<file path="src/rtl/mul16_seq_pkg.sv">
// Shared types and constants for the sequential 16x16 multiplier controller.
// Optional MUL16_SIGNED_EN build macro is consumed by mul16_seq_ctrl.
package mul16_seq_pkg;

    typedef enum logic [2:0] {
        ST_IDLE,
        ST_PP0,
        ST_PP1,
        ST_PP2,
        ST_PP3,
        ST_DONE
    } state_t;

    // Bit n selects the high byte of the operand for partial product n.
    localparam logic [3:0] A_HI = 4'b1010;
    localparam logic [3:0] B_HI = 4'b1100;

    localparam int unsigned SH0 = 0;
    localparam int unsigned SH1 = 8;
    localparam int unsigned SH2 = 8;
    localparam int unsigned SH3 = 16;

    function automatic logic [7:0] sel_byte(input logic [15:0] v, input logic hi);
        return hi ? v[15:8] : v[7:0];
    endfunction

    function automatic logic [1:0] pp_index(input state_t s);
        case (s)
            ST_PP1:  return 2'd1;
            ST_PP2:  return 2'd2;
            ST_PP3:  return 2'd3;
            default: return 2'd0;
        endcase
    endfunction

endpackage

</file>
<file path="src/rtl/mul16_seq_ctrl_array8.sv">
// Combinational 8x8 unsigned array multiplier: sum of AND-gated shifted rows.
module array8 (
    input  logic [7:0]  a,
    input  logic [7:0]  b,
    output logic [15:0] p
);

    always_comb begin
        p = '0;
        for (int unsigned i = 0; i < 8; i++) begin
            if (b[i]) begin
                p = p + (16'(a) << i);
            end
        end
    end

endmodule

</file>
<file path="src/rtl/mul16_seq_ctrl.sv">
// Multi-cycle 16x16->32 multiplier sequencing four byte products through one array8.
// Define MUL16_SIGNED_EN for two's complement operands (sign-magnitude internally).
module mul16_seq_ctrl
    import mul16_seq_pkg::*;
#(
    parameter bit ZERO_SKIP = 1'b1
) (
    input  logic        clk,
    input  logic        rst,
    input  logic        in_valid,
    output logic        in_ready,
    input  logic [15:0] in_a,
    input  logic [15:0] in_b,
    output logic        out_valid,
    input  logic        out_ready,
    output logic [31:0] out_p,
    output logic        busy
);

    state_t      state;
    logic [15:0] a_q;
    logic [15:0] b_q;
    logic [7:0]  mul_x;
    logic [7:0]  mul_y;
    logic [15:0] pp;
    logic [31:0] acc;
    logic [31:0] pp_shifted;
    logic [31:0] acc_next;
    logic [31:0] result;
    logic [15:0] mag_a;
    logic [15:0] mag_b;
    logic [1:0]  idx;
    logic [1:0]  nidx;
    logic        zero_op;

    array8 u_array8 (
        .a (mul_x),
        .b (mul_y),
        .p (pp)
    );

`ifdef MUL16_SIGNED_EN
    logic neg_q;

    assign mag_a  = in_a[15] ? 16'(~in_a + 16'd1) : in_a;
    assign mag_b  = in_b[15] ? 16'(~in_b + 16'd1) : in_b;
    assign result = neg_q ? 32'(~acc_next + 32'd1) : acc_next;
`else
    assign mag_a  = in_a;
    assign mag_b  = in_b;
    assign result = acc_next;
`endif

    assign zero_op = ZERO_SKIP && ((in_a == '0) || (in_b == '0));
    assign idx     = pp_index(state);
    assign nidx    = idx + 2'd1;

    always_comb begin
        pp_shifted = 32'(pp);
        case (idx)
            2'd0:    pp_shifted = 32'(pp) << SH0;
            2'd1:    pp_shifted = 32'(pp) << SH1;
            2'd2:    pp_shifted = 32'(pp) << SH2;
            default: pp_shifted = 32'(pp) << SH3;
        endcase
    end

    assign acc_next = acc + pp_shifted;

    // Byte muxes are loaded one state ahead so the array output is ready in the PP state that uses it.
    always_ff @(posedge clk or posedge rst) begin
        if (rst) begin
            state     <= ST_IDLE;
            a_q       <= '0;
            b_q       <= '0;
            mul_x     <= '0;
            mul_y     <= '0;
            acc       <= '0;
            out_p     <= '0;
            out_valid <= 1'b0;
            in_ready  <= 1'b1;
            busy      <= 1'b0;
`ifdef MUL16_SIGNED_EN
            neg_q     <= 1'b0;
`endif
        end else begin
            case (state)
                ST_IDLE: begin
                    if (in_valid && in_ready) begin
                        a_q      <= mag_a;
                        b_q      <= mag_b;
                        acc      <= '0;
                        in_ready <= 1'b0;
                        busy     <= 1'b1;
`ifdef MUL16_SIGNED_EN
                        neg_q    <= in_a[15] ^ in_b[15];
`endif
                        if (zero_op) begin
                            out_p     <= '0;
                            out_valid <= 1'b1;
                            state     <= ST_DONE;
                        end else begin
                            mul_x <= mag_a[7:0];
                            mul_y <= mag_b[7:0];
                            state <= ST_PP0;
                        end
                    end
                end
                ST_PP0, ST_PP1, ST_PP2: begin
                    acc   <= acc_next;
                    mul_x <= sel_byte(a_q, A_HI[nidx]);
                    mul_y <= sel_byte(b_q, B_HI[nidx]);
                    state <= (state == ST_PP0) ? ST_PP1 :
                             (state == ST_PP1) ? ST_PP2 : ST_PP3;
                end
                ST_PP3: begin
                    acc       <= acc_next;
                    out_p     <= result;
                    out_valid <= 1'b1;
                    state     <= ST_DONE;
                end
                ST_DONE: begin
                    if (out_ready) begin
                        out_valid <= 1'b0;
                        in_ready  <= 1'b1;
                        busy      <= 1'b0;
                        state     <= ST_IDLE;
                    end
                end
                default: begin
                    out_valid <= 1'b0;
                    in_ready  <= 1'b1;
                    busy      <= 1'b0;
                    state     <= ST_IDLE;
                end
            endcase
        end
    end

endmodule

</file>
<file path="config.mk">
export PLATFORM = sky130hd
export DESIGN_NAME = mul16_seq_ctrl
export DESIGN_NICKNAME = d
export VERILOG_FILES = /design/src/rtl/mul16_seq_pkg.sv /design/src/rtl/mul16_seq_ctrl_array8.sv /design/src/rtl/mul16_seq_ctrl.sv
export SDC_FILE = /design/constraint.sdc
export NUM_CORES = 1
export LEC_CHECK = 0
export ABC_AREA = 1
export BUFFER_PORTS_ARGS = -buffer_cell sky130_fd_sc_hd__buf_2
export CAP_MARGIN = 15
export CORE_ASPECT_RATIO = 1.4
export CORE_MARGIN = 1.5
export CORE_UTILIZATION = 25
export CTS_CLUSTER_DIAMETER = 50
export DETAILED_ROUTE_END_ITERATION = 8
export PLACE_DENSITY_LB_ADDON = 0.05
export RECOVER_POWER = 25
export REMOVE_ABC_BUFFERS = 1
export SYNTH_ARGS = -nofsm -noshare
export SYNTH_HDL_FRONTEND = slang
export SYNTH_SLANG_ARGS = --single-unit
export TNS_END_PERCENT = 100
</file>
<file path="constraint.sdc">
create_clock -name clk -period 17 [get_ports clk]
set_input_delay 3.4 -clock clk [delete_from_list [all_inputs] [get_ports clk]]
set_output_delay 3.4 -clock clk [all_outputs]
set_load 0.005 [all_outputs]
</file>
==> results.yml, run 1 <==
route:
  ant_nets: 0
  routed_wl_microns: 34300
  drt_iter0_markers: 378
  dr.pass1.iters: 5
  wl_per_cell_microns: 17.4
  num_vias: 9128
  drc_errors: 0
  vias_per_cell: 4.62
synth:
  seq_area_frac_synth: 0.299
  synthArstFlopShare: 1.00
  synth_edf_count: 0
  synth_top_flop_cell: "dfrtp_1"
  syn_avg_cell_area_sq_um: 7.20
  synth_area_sq_um: 9880
  yosysWarningCount: 0
  ys_ff_latch: 118
  synthCells: 1372
  yosysUniqueCellTypes: 55
die:
  coreArea_sq_um: 39200
  die_x_microns: 171
  io_pins: 71
  die_h_microns: 238
  rows: 86
  die_area_sq_um: 40800
  start_util: 0.252
placed_design:
  gp_congestion: 0.853
  dp.cells: 1944
  dpl_worst_slack_ps: 6560
  hpwl_microns: 26900
  place.port_buffers: 70
worst_hold_path:
  min_path_cells: 2
  min_from: "a_q[8]"
  min_to: "a_q[8]"
  hp-class: "reg -> reg"
clocking:
  insertion_delay_ps: 450
  clk_path_buf_depth: 2
  clk_pin_slew_ps: 70
  tritoncts: "yes"
  clock-root-buffer: "clkbuf_16"
  cts_resized: 0
  cts_sinks: 118
  cts_hold_buf: 0
  numCtsBuffers: 17
  htree_levels: 4
  cts_setup_buffers: 0
layout:
  layout-drive-gt1-share: 0.120
  area_delta_synth_final_pct: 15.2
  antenna_cells: 0
  fin_cells: 1976
  nNetsFinal: 1572
sta:
  hold_viol: 0
  fin_setup_tns_ps: 0
  rsz0062_at_grt: "false"
  slew_headroom: -0.701
  max_freq_mhz: 96.3
  timing.final.max_slew_violations: 81
  setup_slack_ps: 6610
  setup_violations: 0
  finalCritPeriodShare: 0.611
  clock_skew_ps: 16.1
  worstMarginPinSlew_ps: 2540
  fin_crit_ps: 10390
worst_setup_path:
  endpoint_kind: "register"
  cp_top_family: "simple AND/OR/NAND/NOR gates"
  worstPathArrival_ps: 10730
  ff2ff_setup_slack_ps: 6610
  path_common_cell: "nand2_1"
  r2r-start: "mul_y[0]"
  r2r_cells: 59
  startpoint: "mul_y[0]"
  cp.required_ps: 17340
  slowest_stage: "dfrtp_1"
  worstSetupPathType: "reg -> reg"
  worst_r2r_endpoint: "out_p[24]"
  critPathBufInv: 1
  worstPathMaxFanout: 13
  cpPeakStageDelay_ps: 610
  start_kind: "register"
global_route:
  overflow: 0
  antenna_found_initial: 0
  grtUsageTotal: 0.177
  first_global_vias: 9619
  grt_first_pass_wirelength_microns: 54200
  grt_start_max_net_pins: 73
outcome:
  violations: "capacitance limit, slew limit"
  status: "finished, violations left"
flow_run:
  max_cap_viol_count: 2
==> worst max-delay path by stage <==
stage / slack, ps / depth (start not counted) / to
global placement: 6580 / 61 / out_p[24]
floorplan: 7980 / 60 / acc[24]
global route: 5610 / 64 / out_p[24]
detailed placement: 6560 / 60 / out_p[24]
finish: 6610 / 59 / out_p[24]
CTS: 6530 / 56 / acc[28]
==> flip-flops by register name, indices dropped and copies added (netlist names) <==
register and flops:
busy 1, out_p 32, mul_y 8, b_q 16, acc 32, state 3, in_ready 1, a_q 16
out_valid 1, mul_x 8
==> per-layer routing <==
layer  global-route usage  vias to the layer above  wire length (microns)
li1                     -                     4706                      -
met1                0.195                     4302                  14000
met2                0.341                       80                  18900
met3               0.0229                       40                    580
met4               0.0601                        0                    773
met5                    0                        -                      0
==> cells in the mapped netlist (2+ instances only) <==
cell      instances  area, sq um
a21boi_1          2         15.0
a21o_1            2         15.0
a21oi_1          79          395
a21oi_2           4         35.0
a31oi_1           3         18.8
a32o_1            8         80.1
and2_1            9         56.3
buf_1             2         7.51
buf_2            12         60.1
buf_4             3         22.5
clkbuf_1         18         67.6
clkinv_1          3         11.3
dfrtp_1         117         2930
fa_1              8          160
ha_1             93         1160
inv_1           151          567
inv_2             4         15.0
mux2_2            4         45.0
nand2_1         380         1430
nand2_2           3         18.8
nand3_1          91          455
nand3_2          20          200
nand3b_1          6         45.0
nand4_1          19          119
nor2_1           68          255
nor2_2            4         25.0
nor3_1            8         40.0
nor4_1            6         37.5
o211ai_1          7         52.6
o21a_1            3         22.5
o21ai_0         120          601
o21ai_1          15         75.1
o21ai_2           7         61.3
o21bai_1         11         82.6
o21bai_2          2         22.5
o22ai_1          10         62.6
or2_1             4         25.0
or2_2            12         75.1
xnor2_1          17          149
xor2_1           22          193
==> worst min-delay path, delay by kind of cell (launching register included) <==
kind / cells / cell delay [ps]
flip-flops: 1 / 340
AND/OR/NAND/NOR: 2 / 110
==> cell type report <==
class,instances,area [sq um]
Sequential cell,118,2950
Clock inverter,14,151
Tap cell,528,661
Inverter,158,594
Clock buffer,18,439
Timing Repair Buffer,80,420
Multi-Input combinational cell,1060,6170
Fill cell,4410,27800
==> layout by cell type (no fill, tap or decap), types with 19 or more instances in the layout <==
master / n
nand2_1: 380
inv_1: 150
o21ai_0: 120
dfrtp_1: 117
ha_1: 93
nand3_1: 91
a21oi_1: 79
nor2_1: 68
buf_2: 66
xor2_1: 22
nand3_2: 20
nand4_1: 19
==> metrics by stage <==
stage          utilization  area, sq um  hold slack [ps]
4_1_cts              0.291        11400              474
3_3_place_gp         0.276        10800              454
3_5_place_dp         0.276        10800              458
2_1_floorplan            -         9710              437
6_report             0.291        11400              470
5_1_grt              0.291        11400              501
==> logic make-up after synthesis <==
| group | after synthesis | synth area share |
|---|---|---|
| simple gates | 633 | 0.284 |
| xor+xnor | 39 | 0.0346 |
| fa+ha+maj | 101 | 0.134 |
| compound gates | 282 | 0.166 |
| buf+inv | 194 | 0.0771 |
| flops | 118 | 0.299 |
| mux | 5 | 0.00557 |
Power of run 1 is not shown: default switching activity piles up to over one toggle a cycle in this logic, so the estimate is an artifact.
==> run 2: changes to the inputs <==
Clock period 17 ns to 8.7 ns, I/O delays scaled along.
==> run 2 against run 1 <==
Compared with the run above:
- the flow finishes with violations (capacitance limit, slew limit, setup timing)
- first-iteration DRC count is 2.6% lower
- wire length is 11% higher
- final cell count is 17% higher
- sequential cell count stayed put
- non-clock buffer count is 328 higher
- worst hold slack better by 0.51 ps
- global-route usage is 1.2 points higher
- final area is 40% higher
- maximum frequency is 15% higher
- utilization is 12 points higher
- clock skew is 1.4 ps higher
- critical path type unchanged
- critical endpoint is now acc[24]
==> results.yml, run 2 (same netlist as run 1, synthesis figures left out) <==
clocking:
  htree_levels: 4
  insertion_delay_ps: 450
  tritoncts: "yes"
  cts_sinks: 118
  numCtsBuffers: 17
  clk_pin_slew_ps: 70
  clk_path_buf_depth: 2
  clock-root-buffer: "clkbuf_16"
global_route:
  use_met2: 0.363
  grtUsageMet1: 0.200
  grtUsageTotal: 0.189
  first_global_vias: 10827
  overflow: 0
  grt_busiest_layer: "met2"
  grt_start_max_net_pins: 64
  grt_use_met3: 0.0284
  grt_first_pass_wirelength_microns: 58300
  antenna_found_initial: 0
route:
  drc_errors: 0
  vias_per_cell: 4.58
  drt_iter0_markers: 368
  num_vias: 10559
  routed_wl_microns: 38000
  dr.pass1.iters: 4
  ant_nets: 0
  wl_per_cell_microns: 16.5
layout:
  layout-drive-gt1-share: 0.457
  area_delta_synth_final_pct: 61.0
  final_common_cell: "nand2_1"
  top_regs: "acc x32, out_p x32"
  antenna_cells: 0
  final_util: 0.406
  nNetsFinal: 1900
  final_cell_area_sq_um: 15900
  final_cell_mix: "318 x nand2_1, 311 x buf_4, 128 x inv_1"
worst_hold_path:
  hp-class: "reg -> reg"
  min_from: "a_q[11]"
flow_run:
  max_cap_viol_count: 1
sta:
  hold_viol: 0
  worstMarginPinSlew_ps: 2660
  setup_violations: 46
  rsz0062_at_grt: "true"
  fin_setup_tns_ps: -8780
  setup_slack_ps: -351
  max_freq_mhz: 110
  fin_crit_ps: 9050
  whs_ps: 470
  clock_skew_ps: 17.5
  slew_headroom: -0.786
  timing.final.max_slew_violations: 57
  finalCritPeriodShare: 1.04
worst_setup_path:
  endpoint_kind: "register"
  path_common_cell: "buf_4"
  slowest_stage: "fa_2"
  worst_r2r_endpoint: "acc[24]"
  worstSetupPathType: "reg -> reg"
  crit_path_end: "acc[24]"
  worstPathMaxFanout: 4
  r2r_cells: 60
  r2r-start: "mul_y[0]"
  worstPathArrival_ps: 9390
  startpoint: "mul_y[0]"
  ff2ff_setup_slack_ps: -350
  cpPeakStageDelay_ps: 560
  cp.required_ps: 9040
  start_kind: "register"
die:
  start_util: 0.252
  die_area_sq_um: 40800
  die_x_microns: 171
  io_pins: 71
  coreArea_sq_um: 39200
  rows: 86
  die_h_microns: 238
placed_design:
  hpwl_microns: 28500
  place.port_buffers: 70
  gp_congestion: 0.878
  dpl-instance-area_sq_um: 12700
outcome:
  violations: "capacitance limit, slew limit, setup timing"
  status: "finished, violations left"
==> run 2: area by class of cell <==
type | instances | area [sq um]
fillers | 4131 | 23300
multi-input cells | 1060 | 8100
repair buffers | 408 | 3000
flip-flops and latches | 118 | 2950
well taps | 528 | 661
inverters | 158 | 599
clock buffers | 18 | 429
clock inverters | 14 | 166
==> run 2: how the worst min path moves through the flow <==
stage / to / slack [ps] / cells past startpoint
final: a_q[11] / 470 / 2
after global routing: a_q[13] / 490 / 2
after CTS: a_q[11] / 480 / 2
after detailed placement: a_q[11] / 460 / 2
after global placement: a_q[8] / 450 / 2
after floorplan: a_q[10] / 440 / 2
==> run 2: per-layer routing <==
| layer | wire length [microns] | up-vias |
|---|---|---|
| li1 | - | 5357 |
| met4 | 1420 | 0 |
| met5 | 0 | - |
| met1 | 14800 | 4998 |
| met2 | 21000 | 133 |
| met3 | 740 | 71 |
==> run 2: per-stage QoR <==
step,instances,setup slack (ps)
finish,2304,-351
global route,2304,-803
CTS,2267,-583
detailed placement,2191,-1120
global placement,2191,-1110
floorplan,1336,-324
==> run 2: critical path, delay by kind of cell, from the launching register on <==
| family | cells | cell delay, ps |
|---|---|---|
| buffers and inverters | 30 | 3430 |
| adder cells (fa/ha/maj) | 9 | 3040 |
| flip-flops | 1 | 410 |
| AND/OR/NAND/NOR | 17 | 1510 |
| AO/OA/AOI/OAI | 4 | 540 |
==> run 2: repair_timing <==
| action | in CTS | in global routing |
|---|---|---|
| setup endpoints to repair | 42 | 54 |
| pin swaps | 42 | 174 |
| hold buffers | 0 | 0 |
| buffers inserted | 44 | 46 |
| resized for setup | 128 | 318 |
Power of run 2 is left out for the same reason.
